<file path="config.mk">
export PLATFORM = sky130hd
export DESIGN_NAME = mmio_bridge_flat
export DESIGN_NICKNAME = d
export VERILOG_FILES = /design/src/rtl/mmio_bridge_if.sv /design/src/rtl/mmio_bridge.sv /design/src/flat_wrapper.sv
export SDC_FILE = /design/constraint.sdc
export NUM_CORES = 1
export LEC_CHECK = 0
export CAP_MARGIN = 20
export CORE_AREA = 5 5 119 121
export DETAILED_ROUTE_END_ITERATION = 8
export DIE_AREA = 0 0 124 126
export PLACE_DENSITY = 0.78
export SETUP_SLACK_MARGIN = 0.05
export SLEW_MARGIN = 20
export SYNTH_ARGS = -nofsm -noshare
export SYNTH_HDL_FRONTEND = slang
export SYNTH_SLANG_ARGS = --single-unit
export TNS_END_PERCENT = 100
</file>
<file path="constraint.sdc">
create_clock -name sys_clk -period 7.1 [get_ports sys_clk]
set_input_delay 0.71 -clock sys_clk [delete_from_list [all_inputs] [get_ports sys_clk]]
set_output_delay 0.71 -clock sys_clk [all_outputs]
set_load 0.02 [all_outputs]
</file>
<file path="src/rtl/mmio_bridge_if.sv">
// mmio_bridge_if: CPU request/response and device-bank strobe bundle around the bridge
interface mmio_bridge_if;
  logic        req_valid;
  logic        req_write;
  logic [31:0] req_addr;
  logic [31:0] req_wdata;
  logic        req_ready;
  logic        busy;
  logic        resp_valid;
  logic [31:0] resp_rdata;
  logic        resp_error;
  logic [15:0] err_count;
  logic        mmio_read;
  logic        mmio_write;
  logic [31:0] mmio_addr;
  logic [31:0] mmio_write_data;
  logic        mmio_done;
  logic [31:0] mmio_read_data;
  modport master (
    input  req_valid, req_write, req_addr, req_wdata, mmio_done, mmio_read_data,
    output req_ready, busy, resp_valid, resp_rdata, resp_error, err_count,
           mmio_read, mmio_write, mmio_addr, mmio_write_data
  );
  modport slave (
    output req_valid, req_write, req_addr, req_wdata, mmio_done, mmio_read_data,
    input  req_ready, busy, resp_valid, resp_rdata, resp_error, err_count,
           mmio_read, mmio_write, mmio_addr, mmio_write_data
  );
endinterface

</file>
<file path="src/rtl/mmio_bridge.sv">
// mmio_bridge: single-word CPU load/store to MMIO device bank with timeout and error count
module mmio_bridge #(
  parameter int          TIMEOUT_CYCLES = 255,
  parameter logic [31:0] ERR_RDATA      = 32'h0000_0000
) (
  input logic           sys_clk,
  input logic           rst,
  mmio_bridge_if.master bus
);
  typedef enum logic [1:0] {IDLE, BUSY, RESP} state_t;
  state_t      state, state_nxt;
  logic        wr_q, err_q;
  logic [15:0] cnt, err_cnt;
  logic [31:0] addr_q, wdata_q, rdata_q;
  logic        aligned, timeout;
  assign aligned = bus.req_addr[1:0] == 2'b00;
  assign timeout = cnt == 16'(TIMEOUT_CYCLES - 1);
  always_ff @(posedge sys_clk or posedge rst)
    if (rst) state <= IDLE;
    else     state <= state_nxt;
  always_comb begin
    state_nxt = (state == IDLE) ? (bus.req_valid ? (aligned ? BUSY : RESP) : IDLE) :
                (state == BUSY) ? ((bus.mmio_done || timeout) ? RESP : BUSY) : IDLE;
  end
  // strobes come only from registers so the bank never sees a glitch
  always_comb begin
    bus.req_ready       = state == IDLE;
    bus.busy            = state != IDLE;
    bus.resp_valid      = state == RESP;
    bus.mmio_read       = state == BUSY && !wr_q;
    bus.mmio_write      = state == BUSY && wr_q;
    bus.mmio_addr       = addr_q;
    bus.mmio_write_data = wdata_q;
    bus.resp_rdata      = rdata_q;
    bus.resp_error      = err_q;
    bus.err_count       = err_cnt;
  end
  always_ff @(posedge sys_clk or posedge rst) begin
    if (rst) begin
      wr_q    <= 1'b0;
      err_q   <= 1'b0;
      cnt     <= '0;
      err_cnt <= '0;
      addr_q  <= '0;
      wdata_q <= '0;
      rdata_q <= '0;
    end else begin
      if (state == IDLE && bus.req_valid) begin
        if (aligned) begin
          addr_q  <= bus.req_addr;
          wdata_q <= bus.req_wdata;
          wr_q    <= bus.req_write;
          cnt     <= '0;
        end else begin
          err_q   <= 1'b1;
          rdata_q <= ERR_RDATA;
        end
      end
      // completion beats a coincident timeout
      if (state == BUSY) begin
        if (bus.mmio_done) begin
          rdata_q <= wr_q ? 32'd0 : bus.mmio_read_data;
          err_q   <= 1'b0;
        end else if (timeout) begin
          err_q   <= 1'b1;
          rdata_q <= ERR_RDATA;
        end else begin
          cnt <= cnt + 16'd1;
        end
      end
      if (state == RESP && err_q && err_cnt != 16'hFFFF) err_cnt <= err_cnt + 16'd1;
    end
  end
endmodule

</file>
<file path="src/flat_wrapper.sv">
// flat-port wrapper written by rule: the top's interface ports become plain ports
module mmio_bridge_flat 
#(
  parameter int          TIMEOUT_CYCLES = 255,
  parameter logic [31:0] ERR_RDATA      = 32'h0000_0000
)
  (sys_clk, rst, bus_req_valid, bus_req_write, bus_req_addr, bus_req_wdata, bus_mmio_done, bus_mmio_read_data, bus_req_ready, bus_busy, bus_resp_valid, bus_resp_rdata, bus_resp_error, bus_err_count, bus_mmio_read, bus_mmio_write, bus_mmio_addr, bus_mmio_write_data);
  mmio_bridge_if bus_i ();
  input logic sys_clk;
  input logic rst;
  input wire logic [$bits(bus_i.req_valid)-1:0] bus_req_valid;
  input wire logic [$bits(bus_i.req_write)-1:0] bus_req_write;
  input wire logic [$bits(bus_i.req_addr)-1:0] bus_req_addr;
  input wire logic [$bits(bus_i.req_wdata)-1:0] bus_req_wdata;
  input wire logic [$bits(bus_i.mmio_done)-1:0] bus_mmio_done;
  input wire logic [$bits(bus_i.mmio_read_data)-1:0] bus_mmio_read_data;
  output wire logic [$bits(bus_i.req_ready)-1:0] bus_req_ready;
  output wire logic [$bits(bus_i.busy)-1:0] bus_busy;
  output wire logic [$bits(bus_i.resp_valid)-1:0] bus_resp_valid;
  output wire logic [$bits(bus_i.resp_rdata)-1:0] bus_resp_rdata;
  output wire logic [$bits(bus_i.resp_error)-1:0] bus_resp_error;
  output wire logic [$bits(bus_i.err_count)-1:0] bus_err_count;
  output wire logic [$bits(bus_i.mmio_read)-1:0] bus_mmio_read;
  output wire logic [$bits(bus_i.mmio_write)-1:0] bus_mmio_write;
  output wire logic [$bits(bus_i.mmio_addr)-1:0] bus_mmio_addr;
  output wire logic [$bits(bus_i.mmio_write_data)-1:0] bus_mmio_write_data;
  assign bus_i.req_valid = bus_req_valid;
  assign bus_i.req_write = bus_req_write;
  assign bus_i.req_addr = bus_req_addr;
  assign bus_i.req_wdata = bus_req_wdata;
  assign bus_i.mmio_done = bus_mmio_done;
  assign bus_i.mmio_read_data = bus_mmio_read_data;
  assign bus_req_ready = bus_i.req_ready;
  assign bus_busy = bus_i.busy;
  assign bus_resp_valid = bus_i.resp_valid;
  assign bus_resp_rdata = bus_i.resp_rdata;
  assign bus_resp_error = bus_i.resp_error;
  assign bus_err_count = bus_i.err_count;
  assign bus_mmio_read = bus_i.mmio_read;
  assign bus_mmio_write = bus_i.mmio_write;
  assign bus_mmio_addr = bus_i.mmio_addr;
  assign bus_mmio_write_data = bus_i.mmio_write_data;
  mmio_bridge #(.TIMEOUT_CYCLES(TIMEOUT_CYCLES), .ERR_RDATA(ERR_RDATA)) u_core (.sys_clk(sys_clk), .rst(rst), .bus(bus_i));
endmodule
</file>
# Word level (Yosys, flattened, before mapping)

Cells that the tools add are included.

Flip-flop bits (word level): 132
Bits of input ports: 101
Output and inout bits: 118
Word-level logic and storage cells: 46

$add $sub $neg: 2
Equal/unequal tests: 4
Mux-type cells: 21
Reductions and logical operators: 11

Operator list:

| cell                                                  | number |
|---|---|
| two-way mux 32 bit                                    | 6 |
| two-way mux 16 bit                                    | 5 |
| adder 16 x 1 -> 16 bit (second input constant)        | 2 |
| equality test 16 x 8 -> 1 bit (second input constant) | 1 |
| inequality test 16 bit (second input constant)        | 1 |
| two-way mux 2 bit                                     | 5 |
| logical AND 1 bit                                     | 5 |
| two-way mux 1 bit                                     | 5 |
| zero test 2 bit                                       | 2 |
| equality test 2 x 1 -> 1 bit (second input constant)  | 1 |
| equality test 2 bit (second input constant)           | 1 |
| AND reduction 2 bit                                   | 1 |
| nonzero test 2 bit                                    | 1 |
| zero test 1 bit                                       | 1 |
| logical OR 1 bit                                      | 1 |

# Logic depth before layout (Yosys ltp)

Gate-level depths: netlist of run 1.

Depth after elaboration: 6
Gate-level depth with buffers: 7
Depth with buffers taken out: 6

# Worst setup path before layout of run 1

No wires, ideal clock.

Path type: flip-flop to flip-flop
Start point: register u_core.err_cnt[0] (netlist: u_core.bus.err_count[0])
End point: register u_core.err_cnt[1] (netlist: u_core.bus.err_count[1])
Library setup time: 128 ps
Arrival: 1,930 ps
Required time: 6,972 ps
Slack: 5,042 ps
Cell stages (with the launch flop): 7
Path buffers: 1
Period minus slack after synthesis: 2,058 ps
Cell sequence: dfrtp_1 ha_1 inv_1 or4_1 clkbuf_1 o21ai_2 mux2_1

Word-level cells in the longest chain between the ends: 2
Elaborated cells between the ends (all ways): 3
Classes of those cells: add/sub (1); eq/ne (1); reduce/logical (1)

RTL lines:

| element                                                        | RTL line          | text |
|---|---|---|
| start: declaration                                             | mmio_bridge.sv:13 | `logic [15:0] cnt, err_cnt;` |
| start signal: assignment                                       | mmio_bridge.sv:71 | `if (state == RESP && err_q && err_cnt != 16'hFFFF) err_cnt <= err_cnt + 16'd1;` |
| branches (longest 2 deep; another with adder 16 x 1 -> 16 bit) | -                 |  |

Several ways; the timed one is not identified.
A chain may end at the register's enable or synchronous reset.

# Worst setup path in the final report of run 1

Start point: register u_core.state[1]
End point: output port bus_req_ready

Word-level cells in the longest chain between the ends: 1

RTL lines:

| element                  | RTL line           | text |
|---|---|---|
| start: declaration       | mmio_bridge.sv:11  | `state_t state, state_nxt;` |
| start signal: assignment | mmio_bridge.sv:20  | `else state <= state_nxt;` |
| zero test 2 bit          | mmio_bridge.sv:27  | `bus.req_ready = state == IDLE;` |
| end: declaration         | flat_wrapper.sv:17 | `output wire logic [$bits(bus_i.req_ready)-1:0] bus_req_ready;` |

Every way passes these cells.

==> impl_results.md, run 1 <==
* Status: complete, no violations
* Ys Warns at 0
* R2r worst-path depth at 6
* DP Area at 7749 µm²
* Sequential-to-total area share from yosys stat at 60.98%
* Initial antenna violation count at 0
* CTS tree: yes
* Crit path max-delay family: buffers and inverters
* Core area at 12980 µm²
* Hold Vio Cnt, Final at 0
* Worst R2R End: u_core.bus.resp_rdata[7]$_DFF_PP0_
* Area grow syn2layout at 54.82%
* Via/cell ratio at 5.013
* Fin. max-slew vios at 0
* Grt total ovfl at 0
* Number of CTS-inserted buffers at 17
* Max VDD drop at 0.1754 mV
* Post-Route Utilization at 64.60%
* Final worst-path cycle share at 37.18%
* First-pass GRT wire length at 25.38 mm
* Die height at 126 µm
* H-Tree Depth at 4
* Post-route design area at 8386 µm²
* Clock slew at reported path FFs at 0.06 ns
* Total power at 2.620 mW
* Slew margin rel. at 28.09%
* Worst Setup End Kind: primary output
* Tmin final at 2.640 ns
* WP buf/inv at 1
* Clk_lat worst skew at 0.42 ns
* Clock Skew at 0.006757 ns
* Cell Pwr Density at 312.5 nW/µm²
* Critical path origin: u_core.state[1]$_DFF_PP0_
* DIE WIDTH at 124 µm
* CP Cell Sequence: nor2_1, clkdlybuf4s50_1
* DP HPWL at 10.98 mm
* Startpoint types: flip-flop
* Starting density of the core at 41.73%
* FF-to-FF setup slack at 4.82 ns
* R2R Path Start: u_core.cnt[0]$_DFF_PP0_
* End point of the critical path: bus_req_ready
* Crit path DAT at 1.93 ns
* Area of the die at 15620 µm²
* Highest cell delay on the worst timing path at 0.69 ns
* Mapped Cells at 531
* Vias after detailed routing at 4677
* Max-cap check violation count at 0
* DP Worst Slack at 4.225 ns
* # hold bufs at CTS at 0
* Synth area leader: dfrtp_1
* # rows at 42
* Flop and latch count out of synthesis at 132
* Critical Path RT at 6.39 ns
* Syn nets at 635
* DR pass1 iterations at 4
* Io pins at 219
* Input/output buffers at 218
* Setup_tns at 0 ns
* Clk root buf: clkbuf_16
* Max Clock Freq at 378.8 MHz
* Levels on crit path at 2
* CP max stage cell: clkdlybuf4s50_1
* Ranking of synthesized cells by area: dfrtp_1 (61%), nand2_1 (15%), a22o_1 (5.2%)
* Drt drc at 0
* Most common cell after layout, fill and taps aside: clkdlybuf4s50_1
* Longest Clk Path Bufs at 2
* Total Wirelength at 15.52 mm
* Initial drt markers at 205
* TritonCTS Sinks at 132
* Final setup margin at 4.460 ns
* Share of Yosys cell area claimed by the top area cell type at 60.98%
* WL per Instance at 16.64 µm
* Diode count at 0
* Gr usage total at 20.75%
* Ratio of cells with drive above 1 in the final layout at 6.077%
* Via count of the first global-routing pass at 5013
* Largest net degree at the start of global routing at 79
* Post_cts resized at 0
* Setup CP Type: reg2out
* Number of distinct library cells after synthesis at 44
* Tightest Pin Transition at 1.079 ns
* Syn Area/Cell at 10.20 µm²
* Post-Syn Area at 5416 µm²
* Post CTS Setup Buffer Count at 0
* Nets at 848
* GPL Wtd Cong at 0.8196
* Commonest non-fill, non-tap cells in the layout: clkdlybuf4s50_1 (218), nand2_1 (210), dfrtp_1 (132), a22o_1 (32), clkbuf_16 (17)
* Final ANT Viol Nets at 0
* Lkg Pwr at 3.931 nW
* # setup viols final at 0
* Critical path peak fanout at 8
* Unrepaired setup endpoints after global routing: false
* Hold Crit Class: reg2reg
-- where the power goes --
| group | internal, mW | leakage [nW] | switching, mW | total [mW] |
|---|---|---|---|---|
| Clock | 0.604 | 0.305 | 0.329 | 0.933 |
| Combinational | 0.342 | 1.90 | 0.361 | 0.703 |
| Sequential | 0.888 | 1.73 | 0.0961 | 0.984 |
| Total | 1.83 | 3.93 | 0.786 | 2.62 |
-- how the worst min path moves through the flow --
| stage | start | end | slack (ns) | cells past startpoint |
|---|---|---|---|---|
| 2_1_floorplan | u_core.cnt[15]$_DFF_PP0_ | u_core.cnt[15]$_DFF_PP0_ | 0.47 | 1 |
| 3_3_place_gp | u_core.bus.mmio_addr[24]$_DFFE_PP0P_ | u_core.bus.mmio_addr[24]$_DFFE_PP0P_ | 0.46 | 2 |
| 3_5_place_dp | u_core.bus.mmio_write_data[20]$_DFFE_PP0P_ | u_core.bus.mmio_write_data[20]$_DFFE_PP0P_ | 0.46 | 2 |
| 4_1_cts | u_core.bus.mmio_addr[19]$_DFFE_PP0P_ | u_core.bus.mmio_addr[19]$_DFFE_PP0P_ | 0.48 | 2 |
| 6_report | u_core.bus.mmio_write_data[11]$_DFFE_PP0P_ | u_core.bus.mmio_write_data[11]$_DFFE_PP0P_ | 0.47 | 2 |
| 5_1_grt | u_core.bus.mmio_addr[29]$_DFFE_PP0P_ | u_core.bus.mmio_addr[29]$_DFFE_PP0P_ | 0.50 | 2 |
-- synthesized netlist by cell type (all sizes together) --
cell type	instances
dfrtp	132
and2b	1
a211o	1
o2111ai	1
mux2	1
or3b	1
nand3b	1
ha	3
a211oi	3
a22o	32
inv	6
and3b	1
nor3	1
nor4b	1
clkbuf	20
or4	4
xnor2	5
a21oi	7
nor2	6
a21boi	1
mux2i	10
nor4	5
and4bb	2
and4	5
o211ai	2
and3	6
and2	5
or2	3
o21ai	4
nand2	210
o31ai	4
xor2	9
nor3b	2
o21a	1
a31oi	3
buf	6
nand4	12
nand3	12
nor2b	2
-- kinds of logic after synthesis --
group | after synthesis | synth area share, %
adder cells (fa/ha/maj) | 3 | 0.6931
XOR/XNOR | 14 | 2.264
buffers and inverters | 32 | 2.356
AO/OA/AOI/OAI | 59 | 8.455
flip-flops | 132 | 60.98
multiplexers | 11 | 2.056
AND/OR/NAND/NOR | 280 | 23.19
-- through the flow --
step	hold slack, ns	std cells
2_1_floorplan	0.4691	531
3_3_place_gp	0.4578	901
3_5_place_dp	0.4616	901
4_1_cts	0.4764	933
5_1_grt	0.4971	933
6_report	0.4718	933
-- final cells by class --
class	instances	area, µm²
fillers	1055	4594
repair buffers	220	2201
clock buffers	19	452.9
well taps	176	220.2
clock inverters	13	180.2
flip-flops and latches	132	3303
inverters	6	25.02
multi-input cells	367	2003
-- worst reg2reg max path: cells and delay by family (launching register included) --
kind / cells / cell delay (ns)
compound gates: 2 / 1.09
simple gates: 2 / 0.42
flops: 1 / 0.40
fa+ha+maj: 1 / 0.16
buf+inv: 1 / 0.10
-- state kept, by name, summed over array words and instances (netlist names) --
| name | cells |
|---|---|
| u_core.bus.mmio_addr | 32 |
| u_core.bus.mmio_write_data | 32 |
| u_core.bus.resp_rdata | 32 |
| u_core.bus.err_count | 16 |
| u_core.cnt | 16 |
| u_core.state | 2 |
| u_core.bus.resp_error | 1 |
| u_core.wr_q | 1 |
-- metal layers --
metal / track usage [%] / up-vias / wire length (µm)
met5: 0 / - / 0
met4: 9.149 / 0 / 477
met3: 9.103 / 33 / 1418
met2: 32.93 / 166 / 7729
met1: 24.29 / 2257 / 5896
li1: - / 2221 / -
Note: power is estimated with default switching activity, not from simulation.
==> inputs of run 2 (changes only) <==
==> constraint.sdc (replaced) <==
create_clock -name sys_clk -period 2.5 [get_ports sys_clk]
set_input_delay 0.25 -clock sys_clk [delete_from_list [all_inputs] [get_ports sys_clk]]
set_output_delay 0.25 -clock sys_clk [all_outputs]
set_load 0.02 [all_outputs]
==> run 2 against run 1 <==
Compared with the run above: sequential cell count did not move; count of clock-buffer cells in the layout rose by 5; global-route usage fell by 0.68 points; combinational power rose to 2.9 times the previous value; power rose to 2.7 times the previous value; cell count rose by 0.11%; wire length fell by 2.4%; critical endpoint is now bus_mmio_read; highest routed layer is now met5.
==> impl_results.md, run 2 (synthesis results as in run 1) <==
* WL per Instance at 16.22 µm (-2.5%)
* DIE WIDTH at 124 µm (unchanged)
* TritonCTS Sinks at 132 (unchanged)
* Die height at 126 µm (unchanged)
* Setup CP Type: reg2out
* R2R Path Start: u_core.bus.err_count[0]$_DFFE_PP0P_
* Post_cts resized at 0 (unchanged)
* Diode count at 0 (unchanged)
* Input/output buffers at 218 (unchanged)
* Nets at 852 (+0.47%)
* Final ANT Viol Nets at 0 (unchanged)
* Worst R2R End: u_core.bus.err_count[1]$_DFFE_PP0P_
* Critical path peak fanout at 8 (unchanged)
* Core area at 12980 µm² (unchanged)
* First-pass GRT wire length at 24.56 mm (-3.2%)
* # hold bufs at CTS at 0 (unchanged)
* Starting density of the core at 41.73% (unchanged)
* Slew margin rel. at 48.31% (+20 points)
* Tmin final at 2.237 ns
* Grt total ovfl at 0 (unchanged)
* CP Cell Sequence: nor2b_1, nor2b_1, clkdlybuf4s50_1
* Fill cells at 1018 (-3.5%)
* Hold Vio Cnt, Final at 0 (unchanged)
* Area grow syn2layout at 53.98%
* Highest cell delay on the worst timing path at 0.66 ns (-0.03 ns)
* Vias after detailed routing at 4679 (+0.043%)
* # setup viols final at 0 (unchanged)
* Clk root buf: clkbuf_16
* Critical path origin: u_core.state[1]$_DFF_PP0_
* Crit path DAT at 1.99 ns (+0.06 ns)
* Max-cap check violation count at 0 (unchanged)
* Post-Route Utilization at 64.26% (-0.35 points)
* Clock Skew at 0.008326 ns (+0.001569 ns)
* Commonest non-fill, non-tap cells in the layout: clkdlybuf4s50_1 (218), nand2_1 (210), dfrtp_1 (132), a22o_1 (32), clkbuf_16 (17)
* Worst Setup End Kind: primary output
* Initial antenna violation count at 1 (+1)
* Drt drc at 0 (unchanged)
* Clock slew at reported path FFs at 0.05 ns (about the same)
* Most common cell after layout, fill and taps aside: clkdlybuf4s50_1
* Max VDD drop at 0.5228 mV (+200%)
* Hold Crit Class: in2async
* Cell Pwr Density at 839.6 nW/µm² (+170%)
* Unrepaired setup endpoints after global routing: false
* Initial drt markers at 282 (+38%)
* Number of CTS-inserted buffers at 17 (unchanged)
* Longest Clk Path Bufs at 2 (unchanged)
* Io pins at 219 (unchanged)
* Max Clock Freq at 447.0 MHz
* Via count of the first global-routing pass at 4859 (-3.1%)
* R2r worst-path depth at 5 (-1)
* Tightest Pin Transition at 0.7682 ns (-0.3105 ns)
* Lkg Pwr at 3.917 nW (-0.35%)
* Critical Path RT at 2.25 ns (-4.14 ns)
* CP max stage cell: clkdlybuf4s50_1
* Post CTS Setup Buffer Count at 0 (unchanged)
* Gr usage total at 20.07% (-0.68 points)
* H-Tree Depth at 4 (unchanged)
* Total Wirelength at 15.15 mm (-2.4%)
* Area of the die at 15620 µm² (unchanged)
* Ratio of cells with drive above 1 in the final layout at 5.805% (-0.27 points)
* GPL Wtd Cong at 0.8283 (+1.1%)
* Via/cell ratio at 5.010 (about the same)
* # rows at 42 (unchanged)
* Largest net degree at the start of global routing at 72 (-8.9%)
* Setup_tns at 0 ns (unchanged)
* FF-to-FF setup slack at 0.41 ns (-4.41 ns)
* CTS tree: yes
* DP HPWL at 10.92 mm (-0.51%)
* Startpoint types: flip-flop
* Worst hold margin at 0.3103 ns (-0.1616 ns)
* Clk_lat worst skew at 0.41 ns (about the same)
* DR pass1 iterations at 4 (unchanged)
* Cell repeated most along the worst path: nor2b_1
* Fin. max-slew vios at 0 (unchanged)
* Status: complete, no violations
* Final worst-path cycle share at 89.49%
run 2: power by group:
part           internal (mW)  total, mW  switching, mW
clock network           1.35       2.20          0.854
registers               2.52       2.79          0.268
logic                  0.983       2.01           1.03
run 2: area by class of cell:
cell class                 count  area, µm²  share of cell area (%)
timing repair buffer         224       2277                   27.30
tap                          176      220.2                   2.640
clock inverter                 5      27.53                  0.3300
clock buffer                  24      491.7                   5.896
multi-input combinational    367       1994                   23.91
sequential                   132       3303                   39.60
inverter                       6      26.28                  0.3150
run 2: worst max-delay path by stage:
| stage | to | depth (start not counted) | slack [ns] |
|---|---|---|---|
| after CTS | bus_mmio_read | 3 | 0.22 |
| after global placement | u_core.cnt[6]$_DFF_PP0_ | 5 | 0.40 |
| after detailed placement | u_core.cnt[6]$_DFF_PP0_ | 5 | 0.35 |
| after floorplan | u_core.bus.err_count[1]$_DFFE_PP0P_ | 6 | 0.44 |
| final | bus_mmio_read | 3 | 0.26 |
| after global routing | bus_mmio_read | 3 | 0.16 |
run 2: worst max-delay path, delay by kind of cell (launching register included):
family / cells / cell delay (ns)
buffers and inverters: 1 / 0.66
and+or+nand+nor: 2 / 0.45
DFF: 1 / 0.46
run 2: metal layers:
layer / up-vias / global-route usage [%] / wire (µm)
met5: - / 0 / 13
met4: 2 / 7.474 / 305
met3: 25 / 7.892 / 1216
met2: 143 / 33.09 / 7755
met1: 2287 / 23.58 / 5863
li1: 2222 / - / -
run 2: through the flow:
stage	setup WS [ns]	total power, mW	cell area [µm²]	cells
2_1_floorplan	0.4419	3.700	5420	531
3_3_place_gp	0.3985	4.791	7821	905
3_5_place_dp	0.3526	4.845	7821	905
4_1_cts	0.2247	7.079	8341	934
5_1_grt	0.1597	7.348	8341	934
6_report	0.2628	7.003	8341	934
